File: src/rtl/sarray_pkg.sv
// rtl/sarray_pkg.sv - shared widths, FSM states and FIFO entry type for the STOREC drain stage
package sarray_pkg;

  localparam int ADDR_WIDTH       = 64;
  localparam int STORE_WIDTH      = 512;
  localparam int CNT_WIDTH        = 6;
  localparam int ROW_STRIDE_SHIFT = 8;
  localparam int FIFO_DEPTH       = 8;

  typedef enum logic [1:0] {
    IDLE  = 2'd0,
    DRAIN = 2'd1,
    FLUSH = 2'd2
  } storec_state_e;

  typedef struct packed {
    logic [CNT_WIDTH-1:0]   cnt;
    logic [STORE_WIDTH-1:0] data;
  } storec_entry_t;

endpackage

File: src/rtl/storec_fifo.sv
// rtl/storec_fifo.sv - single-clock FIFO; a push while full is accepted only when a pop frees the slot
module storec_fifo #(
  parameter int WIDTH = 8,
  parameter int DEPTH = 8
) (
  input  logic             clk,
  input  logic             rst,
  input  logic             push_i,
  input  logic [WIDTH-1:0] wdata_i,
  input  logic             pop_i,
  output logic [WIDTH-1:0] rdata_o,
  output logic             full_o,
  output logic             empty_o
);

  localparam int PTR_W = $clog2(DEPTH);

  logic [WIDTH-1:0] mem_q [DEPTH];
  logic [PTR_W:0]   wr_ptr_q, wr_ptr_d;
  logic [PTR_W:0]   rd_ptr_q, rd_ptr_d;
  logic             do_push, do_pop;

  // Extra pointer MSB distinguishes full from empty when the indices match.
  assign empty_o = (wr_ptr_q == rd_ptr_q);
  assign full_o  = (wr_ptr_q[PTR_W] != rd_ptr_q[PTR_W]) &&
                   (wr_ptr_q[PTR_W-1:0] == rd_ptr_q[PTR_W-1:0]);

  assign do_pop  = pop_i && !empty_o;
  assign do_push = push_i && (!full_o || do_pop);
  assign rdata_o = mem_q[rd_ptr_q[PTR_W-1:0]];

  always_comb begin
    wr_ptr_d = wr_ptr_q;
    rd_ptr_d = rd_ptr_q;
    if (do_push) wr_ptr_d = wr_ptr_q + (PTR_W+1)'(1);
    if (do_pop)  rd_ptr_d = rd_ptr_q + (PTR_W+1)'(1);
  end

  always_ff @(posedge clk) begin
    if (rst) begin
      wr_ptr_q <= '0;
      rd_ptr_q <= '0;
    end else begin
      wr_ptr_q <= wr_ptr_d;
      rd_ptr_q <= rd_ptr_d;
    end
  end

  always_ff @(posedge clk) begin
    if (do_push) mem_q[wr_ptr_q[PTR_W-1:0]] <= wdata_i;
  end

endmodule

File: src/rtl/sarray_storec.sv
// rtl/sarray_storec.sv - STOREC drain: buffers bottom-edge result rows and issues one AW write per row
// Optional AW output skid slice enabled by SARRAY_STOREC_OUT_REG_EN
module sarray_storec #(
  parameter int ADDR_WIDTH       = sarray_pkg::ADDR_WIDTH,
  parameter int STORE_WIDTH      = sarray_pkg::STORE_WIDTH,
  parameter int CNT_WIDTH        = sarray_pkg::CNT_WIDTH,
  parameter int ROW_STRIDE_SHIFT = sarray_pkg::ROW_STRIDE_SHIFT,
  parameter int FIFO_DEPTH       = sarray_pkg::FIFO_DEPTH
) (
  input  logic                   clk,
  input  logic                   rst,
  input  logic                   storec_valid_i,
  output logic                   storec_ready_o,
  input  logic [ADDR_WIDTH-1:0]  storec_addr_i,
  input  logic                   bot_valid_i,
  input  logic [CNT_WIDTH-1:0]   bot_cnt_i,
  input  logic [STORE_WIDTH-1:0] bot_data_i,
  output logic                   aw_valid_o,
  input  logic                   aw_ready_i,
  output logic [ADDR_WIDTH-1:0]  aw_addr_o,
  output logic [STORE_WIDTH-1:0] aw_data_o,
  output logic                   storec_done_o,
  output logic                   overflow_o
);

  import sarray_pkg::*;

  typedef struct packed {
    logic [CNT_WIDTH-1:0]   cnt;
    logic [STORE_WIDTH-1:0] data;
  } entry_t;

  localparam logic [CNT_WIDTH-1:0] CNT_MAX = '1;

  storec_state_e           state_q, state_d;
  logic [ADDR_WIDTH-1:0]   base_q, base_d;
  logic [CNT_WIDTH-1:0]    rx_cnt_q, rx_cnt_d;
  logic [CNT_WIDTH-1:0]    tx_cnt_q, tx_cnt_d;
  logic                    overflow_q, overflow_d;

  logic                    cmd_fire, row_push, aw_fire;
  logic                    fifo_pop, fifo_full, fifo_empty;
  entry_t                  fifo_wdata, fifo_rdata;
  logic [ADDR_WIDTH-1:0]   head_addr;

  assign storec_ready_o = (state_q == IDLE);
  assign cmd_fire       = storec_valid_i && storec_ready_o;
  assign row_push       = (state_q == DRAIN) && bot_valid_i;
  assign aw_fire        = aw_valid_o && aw_ready_i;
  assign overflow_o     = overflow_q;
  assign storec_done_o  = aw_fire && (tx_cnt_q == CNT_MAX) && (state_q == FLUSH);

  assign fifo_wdata = {bot_cnt_i, bot_data_i};
  assign head_addr  = base_q + (ADDR_WIDTH'(fifo_rdata.cnt) << ROW_STRIDE_SHIFT);

  storec_fifo #(
    .WIDTH ($bits(entry_t)),
    .DEPTH (FIFO_DEPTH)
  ) u_fifo (
    .clk     (clk),
    .rst     (rst),
    .push_i  (row_push),
    .wdata_i (fifo_wdata),
    .pop_i   (fifo_pop),
    .rdata_o (fifo_rdata),
    .full_o  (fifo_full),
    .empty_o (fifo_empty)
  );

  always_comb begin
    state_d    = state_q;
    base_d     = base_q;
    rx_cnt_d   = rx_cnt_q;
    tx_cnt_d   = tx_cnt_q;
    // A row that finds the FIFO full with nothing leaving is lost; the flag never self-clears.
    overflow_d = overflow_q || (row_push && fifo_full && !fifo_pop);
    if (row_push) rx_cnt_d = rx_cnt_q + CNT_WIDTH'(1);
    if (aw_fire)  tx_cnt_d = tx_cnt_q + CNT_WIDTH'(1);
    case (state_q)
      IDLE: begin
        if (cmd_fire) begin
          base_d   = storec_addr_i;
          rx_cnt_d = '0;
          tx_cnt_d = '0;
          state_d  = DRAIN;
        end
      end
      DRAIN: begin
        if (row_push && (rx_cnt_q == CNT_MAX)) state_d = FLUSH;
      end
      FLUSH: begin
        if (storec_done_o) state_d = IDLE;
      end
      default: state_d = IDLE;
    endcase
  end

  always_ff @(posedge clk) begin
    if (rst) begin
      state_q    <= IDLE;
      base_q     <= '0;
      rx_cnt_q   <= '0;
      tx_cnt_q   <= '0;
      overflow_q <= 1'b0;
    end else begin
      state_q    <= state_d;
      base_q     <= base_d;
      rx_cnt_q   <= rx_cnt_d;
      tx_cnt_q   <= tx_cnt_d;
      overflow_q <= overflow_d;
    end
  end

`ifdef SARRAY_STOREC_OUT_REG_EN
  logic                   out_vld_q, out_vld_d;
  logic [ADDR_WIDTH-1:0]  out_addr_q, out_addr_d;
  logic [STORE_WIDTH-1:0] out_data_q, out_data_d;
  logic                   skid_vld_q, skid_vld_d;
  logic [ADDR_WIDTH-1:0]  skid_addr_q, skid_addr_d;
  logic [STORE_WIDTH-1:0] skid_data_q, skid_data_d;

  // Accepting while the skid is occupied is safe only when the output drains this cycle.
  assign fifo_pop = !fifo_empty && (!skid_vld_q || aw_ready_i);

  always_comb begin
    out_vld_d   = out_vld_q;
    out_addr_d  = out_addr_q;
    out_data_d  = out_data_q;
    skid_vld_d  = skid_vld_q;
    skid_addr_d = skid_addr_q;
    skid_data_d = skid_data_q;
    if (!out_vld_q || aw_ready_i) begin
      if (skid_vld_q) begin
        out_vld_d   = 1'b1;
        out_addr_d  = skid_addr_q;
        out_data_d  = skid_data_q;
        skid_vld_d  = fifo_pop;
        skid_addr_d = head_addr;
        skid_data_d = fifo_rdata.data;
      end else begin
        out_vld_d   = fifo_pop;
        out_addr_d  = head_addr;
        out_data_d  = fifo_rdata.data;
      end
    end else if (fifo_pop) begin
      skid_vld_d  = 1'b1;
      skid_addr_d = head_addr;
      skid_data_d = fifo_rdata.data;
    end
  end

  always_ff @(posedge clk) begin
    if (rst) begin
      out_vld_q  <= 1'b0;
      skid_vld_q <= 1'b0;
    end else begin
      out_vld_q  <= out_vld_d;
      skid_vld_q <= skid_vld_d;
    end
  end

  always_ff @(posedge clk) begin
    out_addr_q  <= out_addr_d;
    out_data_q  <= out_data_d;
    skid_addr_q <= skid_addr_d;
    skid_data_q <= skid_data_d;
  end

  assign aw_valid_o = out_vld_q;
  assign aw_addr_o  = out_addr_q;
  assign aw_data_o  = out_data_q;
`else
  assign fifo_pop   = aw_fire;
  assign aw_valid_o = !fifo_empty;
  assign aw_addr_o  = head_addr;
  assign aw_data_o  = fifo_rdata.data;
`endif

endmodule

File: config.mk
export PLATFORM = sky130hd
export DESIGN_NAME = sarray_storec
export DESIGN_NICKNAME = d
export VERILOG_FILES = /design/src/rtl/sarray_pkg.sv /design/src/rtl/storec_fifo.sv /design/src/rtl/sarray_storec.sv
export SDC_FILE = /design/constraint.sdc
export NUM_CORES = 2
export LEC_CHECK = 0
export CELL_PAD_IN_SITES_DETAIL_PLACEMENT = 0
export CELL_PAD_IN_SITES_GLOBAL_PLACEMENT = 1
export CORE_MARGIN = 4
export CORE_UTILIZATION = 30
export DETAILED_ROUTE_END_ITERATION = 8
export DONT_BUFFER_PORTS = 1
export HOLD_SLACK_MARGIN = 0.02
export PLACE_DENSITY_LB_ADDON = 0.1
export SYNTH_ARGS = -nofsm -noshare
export SYNTH_HDL_FRONTEND = slang
export SYNTH_MEMORY_MAX_BITS = 65536
export SYNTH_SLANG_ARGS = --single-unit
File: constraint.sdc
create_clock -name clk -period 91.1 [get_ports clk]
set_clock_uncertainty 0.15 [all_clocks]
set_input_delay 18.22 -clock clk [delete_from_list [all_inputs] [get_ports clk]]
set_output_delay 18.22 -clock clk [all_outputs]
set_load 0.02 [all_outputs]
* After elaboration in Yosys (flattened, before gate mapping)
Memories as Yosys holds them, arrays and structs flattened. A register that Yosys moved wholly into a read port is not among the register bits.
Index checks and enable logic that the tools add are counted.
** Storage, ports and cells
- RAM bits :: 4144
- Bits of input ports :: 587
- Memories :: 1
- Register bits after elaboration :: 87
- Word-level logic and storage cells :: 56
- Output and inout port bits :: 580
** Memory list
- u_fifo.mem_q :: depth 8, width 518, read ports 1, clocked after Yosys merged registers in 1, write ports 1, RTL line storec_fifo.sv:18 : logic [WIDTH-1:0] mem_q [DEPTH];
** Operators by class
- Add/subtract/negate cells :: 5
- Reduce and logical (&&, ||, !) cells :: 19
- Mux-type cells :: 14
- Equal/unequal tests :: 10
** Operators with widths (count)
- adder 64 x 14 -> 64 bit :: 1
- two-way mux 6 bit :: 6
- adder 6 x 1 -> 6 bit (second input constant) :: 2
- == test 6 bit (second input constant) :: 2
- logical AND 1 bit :: 11
- adder 4 x 1 -> 4 bit (second input constant) :: 2
- two-way mux 2 bit :: 3
- two-way mux 3 bit :: 2
- case mux 2 bit (3 select lines) :: 1
- == test 4 bit :: 1
- inequality test 2 x 1 -> 1 bit (second input constant) :: 2
- == test 3 bit :: 1
- zero test 1 bit :: 3
- AND reduction 3 bit :: 1
- == test 2 x 1 -> 1 bit (second input constant) :: 1
- == test 2 bit (second input constant) :: 1
- zero test 2 bit :: 1
- logical OR 1 bit :: 2
- two-way mux 1 bit :: 2
- inequality test 2 bit (second input constant) :: 1
- AND reduction 2 bit :: 1
- inequality test 1 bit :: 1

* Depth between registers and ports, before layout
- Depth in word-level cells :: 8
- Mapped depth :: 13
- Mapped depth without buffers :: 9

* Cells and area by module
From an unflattened synthesis, not the netlist that was laid out.
** Unflattened totals
- Cell total of the unflattened synthesis :: 6615
- Area total of the unflattened synthesis :: 159798.3 sq um
** Modules (own cells, without submodules)
- storec_fifo :: cells each 6057, times used 1, area an instance 155471.6 sq um, sequential area each 124659.6 sq um
- sarray_storec :: cells each 558, times used 1, area an instance 4326.6 sq um, sequential area each 1581.5 sq um

* Worst setup path after synthesis
No wires, ideal clock.
- Kind :: input-to-reg
- Start :: input bot_valid_i
- End :: memory u_fifo.mem_q[1][0] (netlist bit) (enable)
- Data arrival time :: 71.224 ns
- Setup time :: 2.845 ns
- Required time :: 88.105 ns
- Path slack :: 16.881 ns
- Buffers on the path :: 1
- Stages :: 4
- Path through :: and3b_1 > clkbuf_1 > nand2_1 > nor4b_1
** On the way
- Word-level cells in the longest chain between the ends :: 4
** Ends and longest elaborated chain
- from (decl) :: RTL line sarray_storec.sv:15 : input logic bot_valid_i,
- logical AND 1 bit :: RTL line sarray_storec.sv:48 : assign row_push = (state_q == DRAIN) && bot_valid_i;
- logical AND 1 bit :: RTL line storec_fifo.sv:29 : assign do_push = push_i && (!full_o || do_pop);
- two-way mux 1 bit :: RTL line storec_fifo.sv:50 : if (do_push) mem_q[wr_ptr_q[PTR_W-1:0]] <= wdata_i;
- two-way mux 1 bit (implied by the code) :: RTL line storec_fifo.sv:50
- to (decl) :: RTL line storec_fifo.sv:18
No other way between the ends.

* Worst setup path in the final report
- Start :: input aw_ready_i
- End :: output storec_done_o
** On the way
- Word-level cells in the longest chain between the ends :: 3
** Ends and longest elaborated chain
- from (decl) :: RTL line sarray_storec.sv:19 : input logic aw_ready_i,
- logical AND 1 bit :: RTL line sarray_storec.sv:49 : assign aw_fire = aw_valid_o && aw_ready_i;
- logical AND 1 bit (2 in series) :: RTL line sarray_storec.sv:51 : assign storec_done_o = aw_fire && (tx_cnt_q == CNT_MAX) && (state_q == FLUSH);
- to (decl) :: RTL line sarray_storec.sv:22 : output logic storec_done_o,
No other way between the ends.

==> out/results.tsv <==
stage	metric	value	unit
outcome	status	completed	
floorplanning	io_pins	1167	
final_layout	seq_area	0.1263	sq mm
clock_tree	cts_tree	built	
grt	antenna_found_initial	17	
final_layout	finalNonFillerCells	14304	
logic_synthesis	synth_cell_types	53	
place	dp_hpwl	264000	um
clock_tree	post_cts_resize_count	0	
final_layout	multi_input_area	0.03198	sq mm
critical_path	critPathTopFamily	simple AND/OR/NAND/NOR gates	
logic_synthesis	avgSynthCellArea	24.18	sq um
final_layout	final_util	34.64	%
logic_synthesis	seq_area_frac_synth	79.09	%
routing	dr_total_vias	67831	
sta	maxSlewViolCount	0	
logic_synthesis	async_flop_share	0	%
sta	fin_crit_sh	41.81	%
critical_path	required	72.73	ns
sta	worst_pin_slew	1.111	ns
sta	fmax	26.25	MHz
run	cap_violations	0	
sta	fin_crit	38.09	ns
pwr	p_leak	0.05447	uW
sta	final.setup.tns	0	ns
logic_synthesis	ys.flop_type	edfxtp_1	
critical_path	cp-end-kind	output port	
clock_tree	postCtsSetupBuffers	0	
sta	finalHoldViolations	0	
clock_tree	h-tree-depth	5	
clock_tree	cts-root-buf	clkbuf_16	
final_layout	fillers	48883	
floorplanning	dieArea	0.5438	sq mm
grt	overflow	0	
logic_synthesis	syn_inst	6600	
logic_synthesis	netlist_area	0.1596	sq mm
critical_path	worst-path-max-fanout	11	
final_layout	drive_gt1_share	32.60	%
routing	dr.pass1.iters	5	
sta	relSlewSlack	25.93	%
critical_path	cp-start-kind	primary input	
pwr	power_density	23.51	mW/mm^2
grt	grt_pass1_vias	73319	
critical_path	path_class	primary input to output port	
clock_tree	clk_pin_slew_worst_paths	0.05	ns
routing	routed_wirelength	430900	um
critical_path	cp_slowest_stage_delay	0.81	ns
critical_path	critPathArrivalTime	19.72	ns
floorplanning	rows	267	
sta	rsz0062_at_grt	false	
place	numPortBuffers	0	
logic_synthesis	ys.warnings.count	0	
final_layout	area_delta_synth_final	14.93	%
floorplanning	core	0.5295	sq mm
critical_path	worstPathCellList	o41a_1, nand4_1, nor3b_1	
grt	grt_pass1_wl	595000	um
grt	grt_start_max_net_pins	136	
sta	setup_viol	0	
pwr	ir_drop	18.34	uV
clock_tree	worstSkewPairLatency	0.97	ns
routing	wl_per_cell	30.13	um
clock_tree	clk_path_buf_depth	4	
clock_tree	cts.sinks	4234	
routing	remaining_drc_errors	0	
routing	ant_nets	0	
floorplanning	die_y	737.4	um
min_path	hp-class	flip-flop to flip-flop	
critical_path	worst-path-buf-inv	0	
final_layout	fin_nets	7505	
critical_path	cpMaxStageDelayCell	nor3b_1	
place	dpl.cell_count	13428	
floorplanning	dieWidth	737.4	um
routing	drt_iter0_markers	4133	
grt	track_usage	15.49	%
clock_tree	cts_hold_buf	0	
floorplanning	start_util	30.14	%
logic_synthesis	synth_nets	7198	
routing	drt-vias-per-instance	4.742	
logic_synthesis	synth_edf_count	4144	
logic_synthesis	ys_ff_latch	4234	
clock_tree	cts_buffers	471	
place	place.gp.congestion	0.7367	
layout by cell type (no fill, tap or decap), types with 4 or more instances in the layout:
cell type / count
buf_4: 139
a21oi_1: 70
mux4_2: 1036
xnor2_1: 29
dfxtp_1: 87
nand2_1: 157
edfxtp_1: 4144
clkbuf_1: 113
nand3_1: 15
nor2_1: 47
clkbuf_16: 475
ha_1: 10
buf_12: 20
clkinv_1: 118
nor3_1: 26
clkinv_2: 88
clkinv_16: 12
clkinvlp_4: 10
nand4_1: 16
xor2_1: 45
inv_16: 5
mux2i_1: 4
mux2_2: 518
inv_1: 11
bufinv_16: 37
diode_2: 9
sequential cells by signal (all words and copies together) (netlist names), named ones only:
| register | count |
|---|---|
| overflow_o | 1 |
| u_fifo.wr_ptr_q | 4 |
| u_fifo.rd_ptr_q | 4 |
| state_q | 2 |
| rx_cnt_q | 6 |
| base_q | 64 |
| u_fifo.mem_q | 4144 |
| tx_cnt_q | 6 |
per-layer routing:
metal  GRT usage, %  up-vias  routed length, um
li1               -    28743                  -
met1          18.14    36928             164400
met2          25.57     1558             208300
met3          7.121      602              45530
met4          4.355        0              12740
met5              0        -                  0
per-stage QoR:
stage          instance area, sq um  hold WS (ns)  power [uW]  setup WS (ns)
3_3_place_gp                 168500        0.3111        2532          52.95
2_1_floorplan                159600        0.2863        2468          16.88
5_1_grt                      183400        0.3131        4485          52.92
4_1_cts                      183400        0.3060        4391          52.96
3_5_place_dp                 168500        0.2971        2533          52.97
6_report                     183400        0.3056        4313          53.01
kinds of logic after synthesis:
| family | count (synthesis) | synth area share, % |
|---|---|---|
| compound gates | 87 | 0.3041 |
| xor+xnor | 74 | 0.4061 |
| fa+ha+maj | 11 | 0.09093 |
| buf+inv | 336 | 0.9093 |
| flops | 4234 | 79.09 |
| mux | 1558 | 18.30 |
| simple gates | 300 | 0.9015 |
report_power, final:
part	internal (uW)	leakage [uW]	total, uW	switching, uW
Sequential	2160	0.0381	2160	7.23
Clock	1060	0.00728	1830	773
Combinational	130	0.00908	315	185
Total	3350	0.0545	4310	965
layout make-up:
class / count / share of cell area (%)
clock buffer: 590 / 6.726
inverter: 11 / 0.02251
sequential: 4234 / 68.82
multi-input combinational: 2030 / 17.43
timing repair buffer: 159 / 0.7871
clock inverter: 277 / 1.425
tap: 6994 / 4.770
antenna: 9 / 0.01228
cell usage after synthesis, types with 2 or more instances:
cell type | number | area, sq um
edfxtp_1 | 4144 | 124400
mux4_2 | 1036 | 23330
mux2_2 | 518 | 5833
clkbuf_1 | 163 | 611.8
nand2_1 | 158 | 593.1
buf_2 | 109 | 545.5
dfxtp_1 | 90 | 1802
a21oi_1 | 71 | 355.3
nor2_1 | 47 | 176.4
xor2_1 | 45 | 394.1
buf_1 | 39 | 146.4
xnor2_1 | 29 | 254.0
nor3_1 | 28 | 140.1
nand4_1 | 16 | 100.1
nand3_1 | 15 | 75.07
buf_4 | 12 | 90.09
inv_1 | 11 | 41.29
ha_1 | 10 | 125.1
mux2i_1 | 4 | 40.04
a21o_1 | 3 | 22.52
nand3_2 | 3 | 30.03
nand4_2 | 3 | 37.54
nor3b_1 | 3 | 22.52
nor4_1 | 3 | 18.77
nor4_4 | 3 | 63.81
o21ai_0 | 3 | 15.01
and2_1 | 2 | 12.51
and3_1 | 2 | 12.51
and4_1 | 2 | 17.52
nand2b_1 | 2 | 12.51
nor4_2 | 2 | 25.02
nor4b_1 | 2 | 17.52
o211ai_1 | 2 | 15.01
tightest hold or removal path, stage by stage (launching register included):
cell     delay, ns
dfxtp_1       0.31
nand2_1       0.05
a21oi_1       0.06
worst paths after layout:
| check | start | endpoint | slack (ns) | depth (start not counted) |
|---|---|---|---|---|
| max | aw_ready_i | storec_done_o | 53.01 | 3 |
| min | base_q[51]$_SDFFE_PP0P_ | base_q[51]$_SDFFE_PP0P_ | 0.31 | 2 |
| max reg2reg | u_fifo.wr_ptr_q[0]$_SDFFE_PP0P_ | u_fifo.mem_q[3][435]$_DFFE_PP_ | 84.82 | 11 |
| min reg2reg | base_q[51]$_SDFFE_PP0P_ | base_q[51]$_SDFFE_PP0P_ | 0.31 | 2 |
Note: power is estimated with default switching activity, not from simulation.
